===== config.mk =====
export PLATFORM = sky130hd
export DESIGN_NAME = fp_norm_round_seq
export DESIGN_NICKNAME = d
export VERILOG_FILES = /design/src/rtl/fp_pkg.sv /design/src/rtl/fp_round_rne.sv /design/src/rtl/fp_norm_round_seq.sv
export SDC_FILE = /design/constraint.sdc
export NUM_CORES = 1
export LEC_CHECK = 0
export ABC_AREA = 1
export CAP_MARGIN = 20
export CORE_ASPECT_RATIO = 0.5
export CORE_MARGIN = 2
export CORE_UTILIZATION = 55
export CTS_CLUSTER_SIZE = 40
export DETAILED_ROUTE_END_ITERATION = 10
export GPL_TIMING_DRIVEN = 1
export HOLD_SLACK_MARGIN = 0.03
export PLACE_DENSITY = 0.91
export SYNTH_ARGS = -nofsm -noshare
export SYNTH_HDL_FRONTEND = slang
export SYNTH_SLANG_ARGS = --single-unit

===== constraint.sdc =====
create_clock -name clk -period 4.55 [get_ports clk]
set_input_delay 0.91 -clock clk [delete_from_list [all_inputs] [get_ports clk]]
set_output_delay 0.91 -clock clk [all_outputs]
set_load 0.03 [all_outputs]

===== src/rtl/fp_pkg.sv =====
// Shared types and constants for the FP normalise/round pipeline.
// Latency: n/a (declarations only).
// Backpressure: n/a.
//
// Holds the controller state encoding, the default format widths and the
// exponent boundary constants for the default exponent width.
package fp_pkg;

    localparam int DEF_EXP_W = 8;
    localparam int DEF_MAN_W = 23;

    // Exponent boundary encodings at the default width. Blocks built with a
    // non-default EXP_W derive their own copies from the same rule.
    localparam logic [DEF_EXP_W-1:0] EXP_ALL_ONES = {DEF_EXP_W{1'b1}};
    localparam logic [DEF_EXP_W-1:0] EXP_ZERO     = {DEF_EXP_W{1'b0}};

    typedef enum logic [1:0] {
        IDLE   = 2'd0,
        EVAL   = 2'd1,
        LSHIFT = 2'd2,
        HOLD   = 2'd3
    } state_t;

endpackage


===== src/rtl/fp_round_rne.sv =====
// Right-shift-by-one with round-to-nearest-even for a sum with its carry set.
// Latency: combinational.
// Backpressure: n/a.
//
// Ports:
//   sum      - unnormalised magnitude {carry, hidden, fraction}, carry is 1
//   frac     - rounded fraction after the one or two right shifts
//   exp_inc2 - rounding overflowed into the carry slot; exponent gets +2
module fp_round_rne #(
    parameter int MAN_W = 23
) (
    input  logic [MAN_W+1:0] sum,
    output logic [MAN_W-1:0] frac,
    output logic             exp_inc2
);

    logic             rnd_up;
    logic [MAN_W+1:0] rounded;

    always_comb begin
        // Only one bit is dropped, so a set dropped bit is always a tie;
        // break it towards the even neighbour.
        rnd_up   = sum[0] & sum[1];
        rounded  = {1'b0, sum[MAN_W+1:1]} + {{(MAN_W+1){1'b0}}, rnd_up};
        exp_inc2 = rounded[MAN_W+1];
        // A round carry leaves exactly 1.000..0 x 2, so the second shift
        // drops only a zero and needs no further rounding.
        frac     = exp_inc2 ? rounded[MAN_W:1] : rounded[MAN_W-1:0];
    end

endmodule


===== src/rtl/fp_norm_round_seq.sv =====
// Sequential normaliser/rounder for a floating-point adder result.
// Latency: out_valid 2 edges after acceptance (acceptance edge counted), +1 edge per left shift.
// Backpressure: one result in flight; in_ready only in IDLE, result held in HOLD until out_ready.
//
// Ports:
//   clk, rst_n                      - clock, asynchronous active-low reset
//   in_valid/in_ready               - input handshake
//   in_sign, in_eff_sub             - adder sign, effective-subtraction flag
//   in_sum, in_exp                  - unnormalised magnitude, aligned exponent
//   out_valid/out_ready             - output handshake
//   out_sign, out_exp, out_frac     - normalised result
//   out_ovf, out_unf, out_zero      - infinity, subnormal, exact zero flags
module fp_norm_round_seq
    import fp_pkg::*;
#(
    parameter int EXP_W = DEF_EXP_W,
    parameter int MAN_W = DEF_MAN_W
) (
    input  logic             clk,
    input  logic             rst_n,
    input  logic             in_valid,
    output logic             in_ready,
    input  logic             in_sign,
    input  logic             in_eff_sub,
    input  logic [MAN_W+1:0] in_sum,
    input  logic [EXP_W-1:0] in_exp,
    output logic             out_valid,
    input  logic             out_ready,
    output logic             out_sign,
    output logic [EXP_W-1:0] out_exp,
    output logic [MAN_W-1:0] out_frac,
    output logic             out_ovf,
    output logic             out_unf,
    output logic             out_zero
);

    localparam int SUM_W = MAN_W + 2;

    // Exponent math is one bit wider than the field so that +1/+2 past the
    // all-ones code is visible instead of wrapping.
    localparam logic [EXP_W:0]   EXP_MAX  = {1'b0, {EXP_W{1'b1}}};
    localparam logic [EXP_W:0]   EXP_ONE  = {{EXP_W{1'b0}}, 1'b1};
    localparam logic [EXP_W:0]   EXP_TWO  = {{(EXP_W-1){1'b0}}, 2'b10};
    localparam logic [EXP_W-1:0] EXP_ONES = {EXP_W{1'b1}};

    state_t           state;
    logic             r_sign;
    logic             r_eff_sub;
    logic [SUM_W-1:0] r_sum;
    logic [EXP_W:0]   r_exp;

    // Carry path: right shift with rounding.
    logic [MAN_W-1:0] rnd_frac;
    logic             rnd_inc2;
    logic [EXP_W:0]   carry_exp;

    // Left-shift path; the carry bit is known zero here so it is not carried.
    logic [MAN_W:0]   lsh_sum;
    logic [EXP_W:0]   lsh_exp;

    fp_round_rne #(
        .MAN_W    (MAN_W)
    ) u_round (
        .sum      (r_sum),
        .frac     (rnd_frac),
        .exp_inc2 (rnd_inc2)
    );

    always_comb begin
        carry_exp = r_exp + (rnd_inc2 ? EXP_TWO : EXP_ONE);
        lsh_sum   = {r_sum[MAN_W-1:0], 1'b0};
        lsh_exp   = r_exp - EXP_ONE;
    end

    always_ff @(posedge clk or negedge rst_n) begin
        if (!rst_n) begin
            state     <= IDLE;
            in_ready  <= 1'b1;
            r_sign    <= 1'b0;
            r_eff_sub <= 1'b0;
            r_sum     <= '0;
            r_exp     <= '0;
            out_valid <= 1'b0;
            out_sign  <= 1'b0;
            out_exp   <= '0;
            out_frac  <= '0;
            out_ovf   <= 1'b0;
            out_unf   <= 1'b0;
            out_zero  <= 1'b0;
        end else begin
            case (state)
                IDLE: begin
                    if (in_valid) begin
                        r_sign    <= in_sign;
                        r_eff_sub <= in_eff_sub;
                        r_sum     <= in_sum;
                        r_exp     <= {1'b0, in_exp};
                        in_ready  <= 1'b0;
                        state     <= EVAL;
                    end
                end

                EVAL: begin
                    out_sign <= r_sign;
                    out_ovf  <= 1'b0;
                    out_unf  <= 1'b0;
                    out_zero <= 1'b0;
                    if (r_exp == EXP_MAX) begin
                        out_exp   <= EXP_ONES;
                        out_frac  <= '0;
                        out_ovf   <= 1'b1;
                        out_valid <= 1'b1;
                        state     <= HOLD;
                    end else if (r_sum == '0) begin
                        // Exact cancellation yields +0; a true zero sum keeps its sign.
                        out_sign  <= r_eff_sub ? 1'b0 : r_sign;
                        out_exp   <= '0;
                        out_frac  <= '0;
                        out_zero  <= 1'b1;
                        out_valid <= 1'b1;
                        state     <= HOLD;
                    end else if (r_sum[SUM_W-1]) begin
                        if (carry_exp >= EXP_MAX) begin
                            out_exp  <= EXP_ONES;
                            out_frac <= '0;
                            out_ovf  <= 1'b1;
                        end else begin
                            out_exp  <= carry_exp[EXP_W-1:0];
                            out_frac <= rnd_frac;
                        end
                        out_valid <= 1'b1;
                        state     <= HOLD;
                    end else if (r_sum[MAN_W]) begin
                        out_exp   <= r_exp[EXP_W-1:0];
                        out_frac  <= r_sum[MAN_W-1:0];
                        out_valid <= 1'b1;
                        state     <= HOLD;
                    end else begin
                        state <= LSHIFT;
                    end
                end

                LSHIFT: begin
                    if (r_exp <= EXP_ONE) begin
                        // Arrived already at the bottom of the exponent range.
                        out_exp   <= '0;
                        out_frac  <= r_sum[MAN_W-1:0];
                        out_unf   <= 1'b1;
                        out_valid <= 1'b1;
                        state     <= HOLD;
                    end else begin
                        r_sum <= {1'b0, lsh_sum};
                        r_exp <= lsh_exp;
                        // Exit on the same edge as the final shift so each
                        // shift costs exactly one cycle.
                        if (lsh_sum[MAN_W]) begin
                            out_exp   <= lsh_exp[EXP_W-1:0];
                            out_frac  <= lsh_sum[MAN_W-1:0];
                            out_valid <= 1'b1;
                            state     <= HOLD;
                        end else if (lsh_exp == EXP_ONE) begin
                            out_exp   <= '0;
                            out_frac  <= lsh_sum[MAN_W-1:0];
                            out_unf   <= 1'b1;
                            out_valid <= 1'b1;
                            state     <= HOLD;
                        end
                    end
                end

                HOLD: begin
                    if (out_ready) begin
                        out_valid <= 1'b0;
                        in_ready  <= 1'b1;
                        state     <= IDLE;
                    end
                end

                default: begin
                    state    <= IDLE;
                    in_ready <= 1'b1;
                end
            endcase
        end
    end

endmodule


# Yosys cells after proc, flatten, opt, wreduce, memory -nomap -nowiden
# Cells that the tools add are included.
dict set report totals {
  ff_bits 75
  word_cells 104
}
dict set report op_classes {
  bitwise 1
  n_eq_ne 12
  n_mux 60
  add_sub_neg 3
  magnitude_cmp 2
  reduce_logical 13
}
# cell n
set ops {}
lappend ops {{$mux 23} 9}
lappend ops {{$mux 8} 8}
lappend ops {{$mux 25} 2}
lappend ops {{$pmux 25 s2} 1}
lappend ops {{$pmux 23 s2} 1}
lappend ops {{$add 24x1->25} 1}
lappend ops {{$logic_not 25->1} 1}
lappend ops {{$mux 1} 25}
lappend ops {{$mux 9} 2}
lappend ops {{$pmux 9 s2} 1}
lappend ops {{$pmux 8 s2} 1}
lappend ops {{$reduce_and 3->1} 5}
lappend ops {{$mux 2} 6}
lappend ops {{$add 9x2->9} 1}
lappend ops {{$eq 9x1->1 const B} 1}
lappend ops {{$eq 9x8->1 const B} 1}
lappend ops {{$ge 9x8->1 const B} 1}
lappend ops {{$le 9x1->1 const B} 1}
lappend ops {{$sub 9x1->9 const B} 1}
lappend ops {{$pmux 2 s4} 1}
lappend ops {{$ne 2x2->1 const B} 3}
lappend ops {{$ne 3x3->1 const B} 2}
lappend ops {{$reduce_bool 2->1} 3}
lappend ops {{$ne 5x5->1 const B} 1}
lappend ops {{other kinds (10)} 12}

# Longest topological paths before layout
# Gate-level depths: netlist of run 1.
dict set report logic_depth {
  word_depth 10
  mapped_depth 25
}

# Cells and area by module
# Synthesis of run 1 repeated with hierarchy kept, for this count alone.
dict set report unflattened {
  cells_unflattened 857
  area_unflattened_um2 5610.4
}
# mod cells_each instances area_per_inst_um2 seq_area_each_um2
set modules_own_cells {}
lappend modules_own_cells {fp_norm_round_seq 710 1 4864.7 1878.1}
lappend modules_own_cells {fp_round_rne 147 1 745.7 0.0}

# Worst setup path after synthesis of run 1
# OpenSTA, ideal clock, no wires.
dict set report synth_path {
  path_kind {flip-flop to flip-flop}
  start {reg r_sum[0]}
  end {reg out_frac[20]}
  stages_incl_launch_ff 23
  t_arrival_ps 2932
  path_slack_ps 1545
  synth_period_minus_slack_ps 3005
  path_buffers 2
  t_required_ps 4477
  cell_sequence {dfrtp_1 -> nand2_1 -> inv_1 -> ha_1 -> nand2_2 -> nor2_2 -> nand2_2 -> nor2_4 -> nand2_1 -> nor2_1 -> inv_1 -> clkbuf_1 -> ha_1 -> ha_1 -> inv_1 -> a21oi_2 -> nand2_1 -> xor2_2 -> o21ai_2 -> nand2_2 -> buf_6 -> nand2_1 -> a21oi_2}
}
dict set report synth_via {
  elab_chain_cells 10
  word_cells_on_any_way 14
}
# item line_no
set synth_lines {}
lappend synth_lines {{start: declaration} fp_norm_round_seq.sv:49} ;# logic [SUM_W-1:0] r_sum;
lappend synth_lines {{start signal: assignment} fp_norm_round_seq.sv:96} ;# r_sum <= in_sum;
lappend synth_lines {{start signal: assignment} fp_norm_round_seq.sv:152} ;# r_sum <= {1'b0, lsh_sum};
lappend synth_lines {{$and 1x1->1} fp_round_rne.sv:23} ;# rnd_up = sum[0] & sum[1];
lappend synth_lines {{$add 24x1->25} fp_round_rne.sv:24} ;# rounded = {1'b0, sum[MAN_W+1:1]} + {{(MAN_W+1){1'b0}}, rnd_up};
lappend synth_lines {{$mux 2} fp_norm_round_seq.sv:70} ;# carry_exp = r_exp + (rnd_inc2 ? EXP_TWO : EXP_ONE);
lappend synth_lines {{$add 9x2->9} fp_norm_round_seq.sv:70}
lappend synth_lines {{$ge 9x8->1} fp_norm_round_seq.sv:123} ;# if (carry_exp >= EXP_MAX) begin
lappend synth_lines {{$mux 23} fp_norm_round_seq.sv:123}
lappend synth_lines {{$mux 23} fp_norm_round_seq.sv:122} ;# end else if (r_sum[SUM_W-1]) begin
lappend synth_lines {{$mux 23} fp_norm_round_seq.sv:114} ;# end else if (r_sum == '0) begin
lappend synth_lines {{$mux 23} fp_norm_round_seq.sv:108} ;# if (r_exp == EXP_MAX) begin
lappend synth_lines {{$pmux 23 s2} fp_norm_round_seq.sv:91} ;# case (state)
lappend synth_lines {{end signal: assignment} fp_norm_round_seq.sv:129} ;# out_frac <= rnd_frac;
lappend synth_lines {{end signal: assignment} fp_norm_round_seq.sv:135} ;# out_frac <= r_sum[MAN_W-1:0];
lappend synth_lines {{end signal: assignment} fp_norm_round_seq.sv:147} ;# out_frac <= r_sum[MAN_W-1:0];
lappend synth_lines {{end: declaration} fp_norm_round_seq.sv:31} ;# output logic [MAN_W-1:0] out_frac,
# Several ways; a longest one is shown, not always the timed one.
# A chain may end at the register's enable or synchronous reset.

# Final worst setup path of run 1
dict set report layout_path {
  start {reg r_sum[0]}
  end {reg out_frac[21]}
}
# The elaborated chain is that of the path after synthesis.

==> impl_summary.log, run 1 <==
[metrics] outcome: finished clean
[metrics] Netlist cell types: 41
[metrics] Initial Util: 56.0%
[metrics] Detailed Place HPWL: between 10 and 15 mm
[metrics] Layout Area Growth over Synthesis: 20.7%
[metrics] cells resized by post-CTS repair: 0
[metrics] Die Y-Extent: about 73 µm
[metrics] power density relative to cell area: ~910 mW/mm²
[metrics] setup bufs post-CTS: 0
[metrics] number of buffers inserted by hold repair at cts: 0
[metrics] top area cells in the synthesized netlist: sky130_fd_sc_hd__dfrtp_1, sky130_fd_sc_hd__nand2_1, sky130_fd_sc_hd__nor2_1
[metrics] Avg Inst Size Synth: around 7 µm²
[metrics] crit path launch type: flip-flop
[metrics] Num CTS Buffers: 9
[metrics] Critical Path Fanout Max: 24
[metrics] number of buffers between clock root and the deepest sink: 2
[metrics] arrival time worst endpoint: between 4 and 5 ns
[metrics] Max Clock Freq: approximately 270 MHz
[metrics] number of synthesized flops with an enable pin: 0
[metrics] critical path required time: just under 5 ns
[metrics] I/O pin count: 76
[metrics] Post-synth ARST share: 100%
[metrics] worst setup path class: reg -> reg
[metrics] clock edge transition at the registers on the reported setup and hold paths: ~0.060 ns
[metrics] CP endpoint: out_frac[21]
[metrics] global routing usage summed across all routing layers: 31.5%
[metrics] ratio of cells with drive above 1 in the final layout: between 7 and 8%
[metrics] launching point of the worst reg2reg path: r_sum[0]
[metrics] count of input and output buffers: 75
[metrics] maximum number of pins on one net before global-route repair: 76
[metrics] predominant post-synthesis flop cell: sky130_fd_sc_hd__dfrtp_1
[metrics] TNS Setup: 0 ns
[metrics] Worst Hold Depth: 2
[metrics] full die area: approximately 0.010 mm²
[metrics] area share of the largest cell type after synthesis: a little over a third
[metrics] global route overflow: 0
[metrics] number of maximum-capacitance constraint violations: 0
[metrics] clock latency reported for the late side of the worst-skew pair: around 0.35 ns
[metrics] Remaining DRCs: 0
[metrics] flop and latch count out of synthesis: 75
[metrics] placeable core area: just over 0.009 mm²
[metrics] detailed-route wire length: 15.8 mm
[metrics] first-pass GRT wire length: ~26 mm
[metrics] cell type contributing the most total cell area after synthesis: sky130_fd_sc_hd__dfrtp_1
[metrics] chip width: ~140 µm
[metrics] IR drop worst, VDD: 0.423 mV
[metrics] register area share after synthesis: 35.8%
[metrics] number of levels in the clock H-tree: 3
[metrics] Avg WL per Cell: between 15 and 20 µm
[metrics] worst reg2reg path depth: 20
[metrics] worst reg2reg endpoint: out_frac[21]
[metrics] minimum setup slack after placement: 0.919 ns
[metrics] number of nets in the synthesized netlist: 795
[metrics] cells after synthesis: approximately 750
[metrics] Pleak: between 0.002 and 0.003 µW
[metrics] remaining antenna violation count: 0
[metrics] period utilization: approximately 82%
[metrics] flop-to-flop setup slack: 0.81 ns
[metrics] RSZ-0062 raised after global routing: false
[metrics] final hold vios: 0
[metrics] DR pass1 iterations: 7
[metrics] initial antenna violation count: 0
[metrics] Rows: 25
[metrics] number of warnings issued by yosys: 0
[metrics] master cell of the clock root buffer: sky130_fd_sc_hd__clkbuf_16
[metrics] crit path capture type: flip-flop
[metrics] net count of the finished layout: roughly 860
[metrics] commonest non-fill, non-tap cell in the layout: sky130_fd_sc_hd__nand2_1
[metrics] vias per inst: 6.09
[metrics] slew at the pin closest to its max-slew limit: between 0.9 and 1 ns
[metrics] final clock skew: between 0.006 and 0.007 ns
[metrics] Ant. Diodes: 0
[metrics] CTS tree: yes
[metrics] clock sink total: 75
[metrics] worst setup path start: r_sum[0]
[metrics] area of the mapped netlist: 0.00524 mm²
[metrics] number of global-route vias before repair: 5341
[metrics] hold crit path type: reg -> reg
[metrics] setup violators final: 0
[metrics] number of vias after detailed routing: ~5.7k
[metrics] count of final max-slew check failures: 0
[metrics] commonest non-fill, non-tap cells in the layout: sky130_fd_sc_hd__nand2_1, sky130_fd_sc_hd__nor2_1, sky130_fd_sc_hd__clkdlybuf4s50_1, sky130_fd_sc_hd__dfrtp_1, sky130_fd_sc_hd__inv_1
[metrics] RePlAce Congestion: 0.962
[metrics] worst relative slew slack: roughly 35%
[metrics] DRC marker count from the first detailed-route iteration: 660
[metrics] setup ws final: ~0.81 ns
[metrics] final worst path period need: roughly 3.7 ns
-- state kept, by name (all words and copies together), names as in the netlist --
| signal | count |
|---|---|
| out_unf | 1 |
| r_sum | 25 |
| r_eff_sub | 1 |
| out_frac | 23 |
| out_exp | 8 |
| out_zero | 1 |
| r_sign | 1 |
| out_ovf | 1 |
| state | 2 |
| r_exp | 9 |
| out_sign | 1 |
| in_ready | 1 |
| out_valid | 1 |
-- cell type report --
cell class | instances | area (µm²)
Fill cell | 804 | 3020
Multi-Input combinational cell | 566 | 2940
Sequential cell | 75 | 1880
Timing Repair Buffer | 84 | 816
Inverter | 72 | 270
Clock buffer | 14 | 264
Tap cell | 121 | 151
Clock inverter | 2 | 10.0
-- synthesized netlist by cell type (16+ instances only) --
cell                         n
sky130_fd_sc_hd__o211ai_1   27
sky130_fd_sc_hd__nand4_1    17
sky130_fd_sc_hd__a21oi_1    54
sky130_fd_sc_hd__nor2_1    113
sky130_fd_sc_hd__o22ai_1    24
sky130_fd_sc_hd__a31oi_1    16
sky130_fd_sc_hd__nand2_1   143
sky130_fd_sc_hd__xor2_1     17
sky130_fd_sc_hd__clkbuf_1   19
sky130_fd_sc_hd__inv_1      64
sky130_fd_sc_hd__dfrtp_1    74
sky130_fd_sc_hd__nand3_1    32
sky130_fd_sc_hd__o21ai_0    58
-- how the worst min path moves through the flow --
stage	slack (ns)	start	end
floorplan	0.47	r_sign	out_sign
global placement	0.47	out_sign	out_sign
detailed placement	0.50	out_sign	out_sign
CTS	0.51	r_eff_sub	r_eff_sub
global route	0.52	out_sign	out_sign
finish	0.51	out_valid	out_valid
-- critical path, cell delays in order, from the launching register on --
cell	delay [ns]
sky130_fd_sc_hd__dfrtp_1	0.44
sky130_fd_sc_hd__nand2_1	0.11
sky130_fd_sc_hd__inv_1	0.07
sky130_fd_sc_hd__ha_1	0.17
sky130_fd_sc_hd__nand2_2	0.07
sky130_fd_sc_hd__nor2_2	0.17
sky130_fd_sc_hd__nand2_2	0.12
sky130_fd_sc_hd__nor2_4	0.13
sky130_fd_sc_hd__nand2_1	0.13
sky130_fd_sc_hd__nor2_1	0.11
sky130_fd_sc_hd__inv_1	0.19
sky130_fd_sc_hd__ha_1	0.27
sky130_fd_sc_hd__ha_1	0.18
sky130_fd_sc_hd__inv_1	0.11
sky130_fd_sc_hd__a21oi_2	0.08
sky130_fd_sc_hd__nand2_1	0.10
sky130_fd_sc_hd__xor2_2	0.37
sky130_fd_sc_hd__o21ai_2	0.12
sky130_fd_sc_hd__nand2_2	0.43
sky130_fd_sc_hd__nand2_1	0.13
sky130_fd_sc_hd__a21oi_1	0.16
-- per-stage QoR --
stage	hold WS (ns)	cell area [µm²]	util [%]	cells	total power, µW
after floorplan	0.466	5240	-	745	3920
after global placement	0.471	6050	64.7	918	4860
after detailed placement	0.497	6050	64.7	918	4980
after CTS	0.511	6330	67.7	934	5670
after global routing	0.520	6330	67.7	934	6190
final	0.506	6330	67.7	934	5740
-- cells by family (layout without fill, tap and decap cells) --
logic type,Yosys count,in the layout,synth area share (%)
buffers and inverters,104,172,8.09
and+or+nand+nor,339,339,27.7
adders and majority gates,11,11,2.63
DFF,75,75,35.8
xor gates and xnor gates,19,19,3.32
muxes,2,2,0.430
AOI/OAI and AO/OA,195,195,22.0
-- layer usage --
| metal | routed length (µm) | track usage, % | up-vias |
|---|---|---|---|
| met5 | 0 | 0 | - |
| met4 | 383 | 12.3 | 0 |
| met3 | 1400 | 7.15 | 53 |
| met2 | 7050 | 50.0 | 313 |
| met1 | 6960 | 42.4 | 2666 |
| li1 | - | - | 2655 |
-- where the power goes --
part / internal [µW] / leakage, µW / switching (µW)
sequential: 1040 / 0.000880 / 373
combinational: 1260 / 0.00175 / 2380
clock: 398 / 0.000137 / 279
total: 2710 / 0.00277 / 3030
(Power assumes the default switching activity.)
==> inputs of run 2 (changes only) <==
- CORE_UTILIZATION: 55 -> 50
- PLACE_DENSITY: 0.91 -> 0.87
- clock period: 4.55 -> 3.4 ns (I/O delays scaled with it)
==> impl_summary.log, run 2 (same netlist as run 1, synthesis figures left out) <==
[metrics] TNS Setup: 0 ns (unchanged)
[metrics] max reg flops: 25 (unchanged)
[metrics] final hold vios: 0 (unchanged)
[metrics] ratio of cells with drive above 1 in the final layout: 9.90% (+2.8 points)
[metrics] Largest stage delay, worst path: 0.44 ns (about the same)
[metrics] period utilization: 95.6% (+13 points)
[metrics] clock edge transition at the registers on the reported setup and hold paths: 0.06 ns (about the same)
[metrics] cell chain of the critical path: nand2_2 > inv_1 > ha_1 > nand2_2 > nor2_4 > nand2_4 > nor2_4 > nand2_4 > nor2_2 > inv_1 > ha_1 > ha_1 > inv_2 > nand2_1 > nand3_1 > nand2_1 > nor2_1 > nand2_2 > o21ai_4 > buf_6 > nand2_4 > nand2_1 > a21oi_1
[metrics] vias per inst: 6.00 (-1.5%)
[metrics] share of the core filled with cells in the final layout: 64.5% (-3.2 points)
[metrics] CTS tree: yes
[metrics] RePlAce Congestion: 0.979 (+1.8%)
[metrics] number of standard cells in the final layout excluding fillers: 968 (+3.6%)
[metrics] number of buffers between clock root and the deepest sink: 2 (unchanged)
[metrics] setup violators final: 0 (unchanged)
[metrics] I/O pin count: 76 (unchanged)
[metrics] crit path capture type: flip-flop
[metrics] number of maximum-capacitance constraint violations: 0 (unchanged)
[metrics] arrival time worst endpoint: 3.47 ns (-0.54 ns)
[metrics] master cell of the clock root buffer: sky130_fd_sc_hd__clkbuf_16
[metrics] worst setup path class: reg -> reg
[metrics] clock sink total: 75 (unchanged)
[metrics] number of buffers inserted by hold repair at cts: 0 (unchanged)
[metrics] Pleak: 0.00293 µW (+5.8%)
[metrics] cell type of the slowest stage on the worst timing path: sky130_fd_sc_hd__dfrtp_1
[metrics] count of input and output buffers: 75 (unchanged)
[metrics] clock latency reported for the late side of the worst-skew pair: 0.34 ns (about the same)
[metrics] net count of the finished layout: 873 (+1.7%)
[metrics] crit path launch type: flip-flop
[metrics] power density relative to cell area: 1210 mW/mm² (+34%)
[metrics] worst setup path start: r_sum[0]
[metrics] IR drop worst, VDD: 0.478 mV (+13%)
[metrics] Avg WL per Cell: 17.2 µm (+1.5%)
[metrics] hold crit path type: in -> async
[metrics] register containing the most flip-flops in the final layout: r_sum
[metrics] Critical Path Fanout Max: 6 (-75%)
[metrics] DR pass1 iterations: 5 (-2)
[metrics] outcome: finished clean
[metrics] Initial Util: 51.3% (-4.7 points)
[metrics] Remaining DRCs: 0 (unchanged)
[metrics] Detailed Place HPWL: 11.2 mm (+1.5%)
[metrics] worst path bufs/invs: 4 (+1)
[metrics] Multi-input gate area: 0.00301 mm² (+2.3%)
[metrics] critical path required time: 3.62 ns (-1.20 ns)
[metrics] Die Y-Extent: 76.4 µm (+4.6%)
[metrics] first-pass GRT wire length: 26.4 mm (+2.0%)
[metrics] Num CTS Buffers: 9 (unchanged)
[metrics] final clock skew: 0.00696 ns (+0.000837 ns)
[metrics] global routing usage summed across all routing layers: 29.0% (-2.5 points)
[metrics] detailed-route wire length: 16.6 mm (+5.2%)
[metrics] DRC marker count from the first detailed-route iteration: 730 (+11%)
[metrics] full die area: 0.0114 mm² (+9.6%)
[metrics] commonest non-fill, non-tap cells in the layout: sky130_fd_sc_hd__nand2_1, sky130_fd_sc_hd__nor2_1, sky130_fd_sc_hd__clkdlybuf4s50_1, sky130_fd_sc_hd__dfrtp_1, sky130_fd_sc_hd__inv_1
[metrics] CP top delay family: simple AND/OR/NAND/NOR gates
[metrics] initial antenna violation count: 0 (unchanged)
[metrics] Max Clock Freq: 307 MHz (+15%)
[metrics] Ant. Diodes: 0 (unchanged)
[metrics] Layout Area Growth over Synthesis: 25.7%
[metrics] biggest regs: r_sum: 25 flops, out_frac: 23 flops, r_exp: 9 flops
[metrics] commonest non-fill, non-tap cell in the layout: sky130_fd_sc_hd__nand2_1
[metrics] final worst path period need: 3.25 ns (-0.487 ns)
[metrics] Fin Hold WS: 0.489 ns (-0.0170 ns)
[metrics] maximum number of pins on one net before global-route repair: 76 (unchanged)
[metrics] Post-Place Cells: 941 (+2.5%)
[metrics] slew at the pin closest to its max-slew limit: 0.970 ns (-0.0102 ns)
[metrics] worst relative slew slack: 35.3% (+0.68 points)
[metrics] chip width: 149 µm (+4.7%)
[metrics] sequential standard cell area: 0.00188 mm² (unchanged)
[metrics] number of vias after detailed routing: 5804 (+2.1%)
[metrics] remaining antenna violation count: 0 (unchanged)
[metrics] number of global-route vias before repair: 5344 (+0.056%)
[metrics] launching point of the worst reg2reg path: r_sum[0]
[metrics] placeable core area: 0.0102 mm² (+9.2%)
[metrics] global route overflow: 0 (unchanged)
[metrics] count of final max-slew check failures: 0 (unchanged)
[metrics] layout filler cell count: 883 (+9.8%)
[metrics] Rows: 26 (+4.0%)
[metrics] number of levels in the clock H-tree: 3 (unchanged)
run 2: per-layer routing:
layer | share of wire [%] | global-route usage, %
met1 | 43 | 40.7
met2 | 45 | 45.6
met3 | 11 | 6.77
met4 | 2.1 | 7.05
met5 | 0 | 0
run 2: what timing repair did:
action / 4_1_cts / 5_1_grt
endpoints found under the setup margin: 0 / 28
gates resized for setup: 0 / 14
setup buffers: 0 / 7
run 2: report_power, final:
group	total, µW	switching (µW)	internal (µW)
clock network	1110	393	716
registers	1890	489	1400
logic	4990	3240	1750
total	7980	4120	3860
run 2: worst register-to-register path, cell delays in order, from the launching register on:
cell	delay, ns
sky130_fd_sc_hd__dfrtp_1	0.44
sky130_fd_sc_hd__nand2_2	0.07
sky130_fd_sc_hd__inv_1	0.06
sky130_fd_sc_hd__ha_1	0.16
sky130_fd_sc_hd__nand2_2	0.08
sky130_fd_sc_hd__nor2_4	0.17
sky130_fd_sc_hd__nand2_4	0.09
sky130_fd_sc_hd__nor2_4	0.18
sky130_fd_sc_hd__nand2_4	0.08
sky130_fd_sc_hd__nor2_2	0.09
sky130_fd_sc_hd__inv_1	0.08
sky130_fd_sc_hd__ha_1	0.20
sky130_fd_sc_hd__ha_1	0.19
sky130_fd_sc_hd__inv_2	0.08
sky130_fd_sc_hd__nand2_1	0.08
sky130_fd_sc_hd__nand3_1	0.09
sky130_fd_sc_hd__nand2_1	0.08
sky130_fd_sc_hd__nor2_1	0.14
sky130_fd_sc_hd__nand2_2	0.10
sky130_fd_sc_hd__o21ai_4	0.26
sky130_fd_sc_hd__buf_6	0.15
sky130_fd_sc_hd__nand2_4	0.09
sky130_fd_sc_hd__nand2_1	0.11
sky130_fd_sc_hd__a21oi_1	0.07
run 2: worst paths after layout:
| kind | end | slack, ns | cells past startpoint |
|---|---|---|---|
| min in group clk | out_sign | 0.49 | 2 |
| setup / recovery | out_frac[13] | 0.15 | 23 |
| hold reg to reg | out_sign | 0.49 | 2 |
| max in group asynchronous | r_sum[18] | 2.27 | 1 |
| setup reg to reg | out_frac[13] | 0.15 | 23 |
| hold / removal | r_exp[0] | 0.49 | 1 |
run 2: area by class of cell:
class,count,share of cell area (%)
inverter,72,4.10
multi-input combinational,569,45.7
clock buffer,9,3.42
clock inverter,7,1.77
timing repair buffer,96,13.9
tap,140,2.66
sequential,75,28.5
run 2: stage by stage:
step / power [µW] / worst slack [ns] / area (µm²)
2_1_floorplan: 5240 / 0.395 / 5240
3_3_place_gp: 6530 / 0.234 / 6110
3_5_place_dp: 6660 / 0.0700 / 6110
4_1_cts: 7810 / 0.0332 / 6450
5_1_grt: 8560 / -0.0564 / 6590
6_report: 7980 / 0.148 / 6590
==> inputs of run 3 (changes only) <==
- HOLD_SLACK_MARGIN: 0.03 -> 0.15
==> results of run 3 <==
No change in the layout: final DEF, timing and power equal those of run 2.
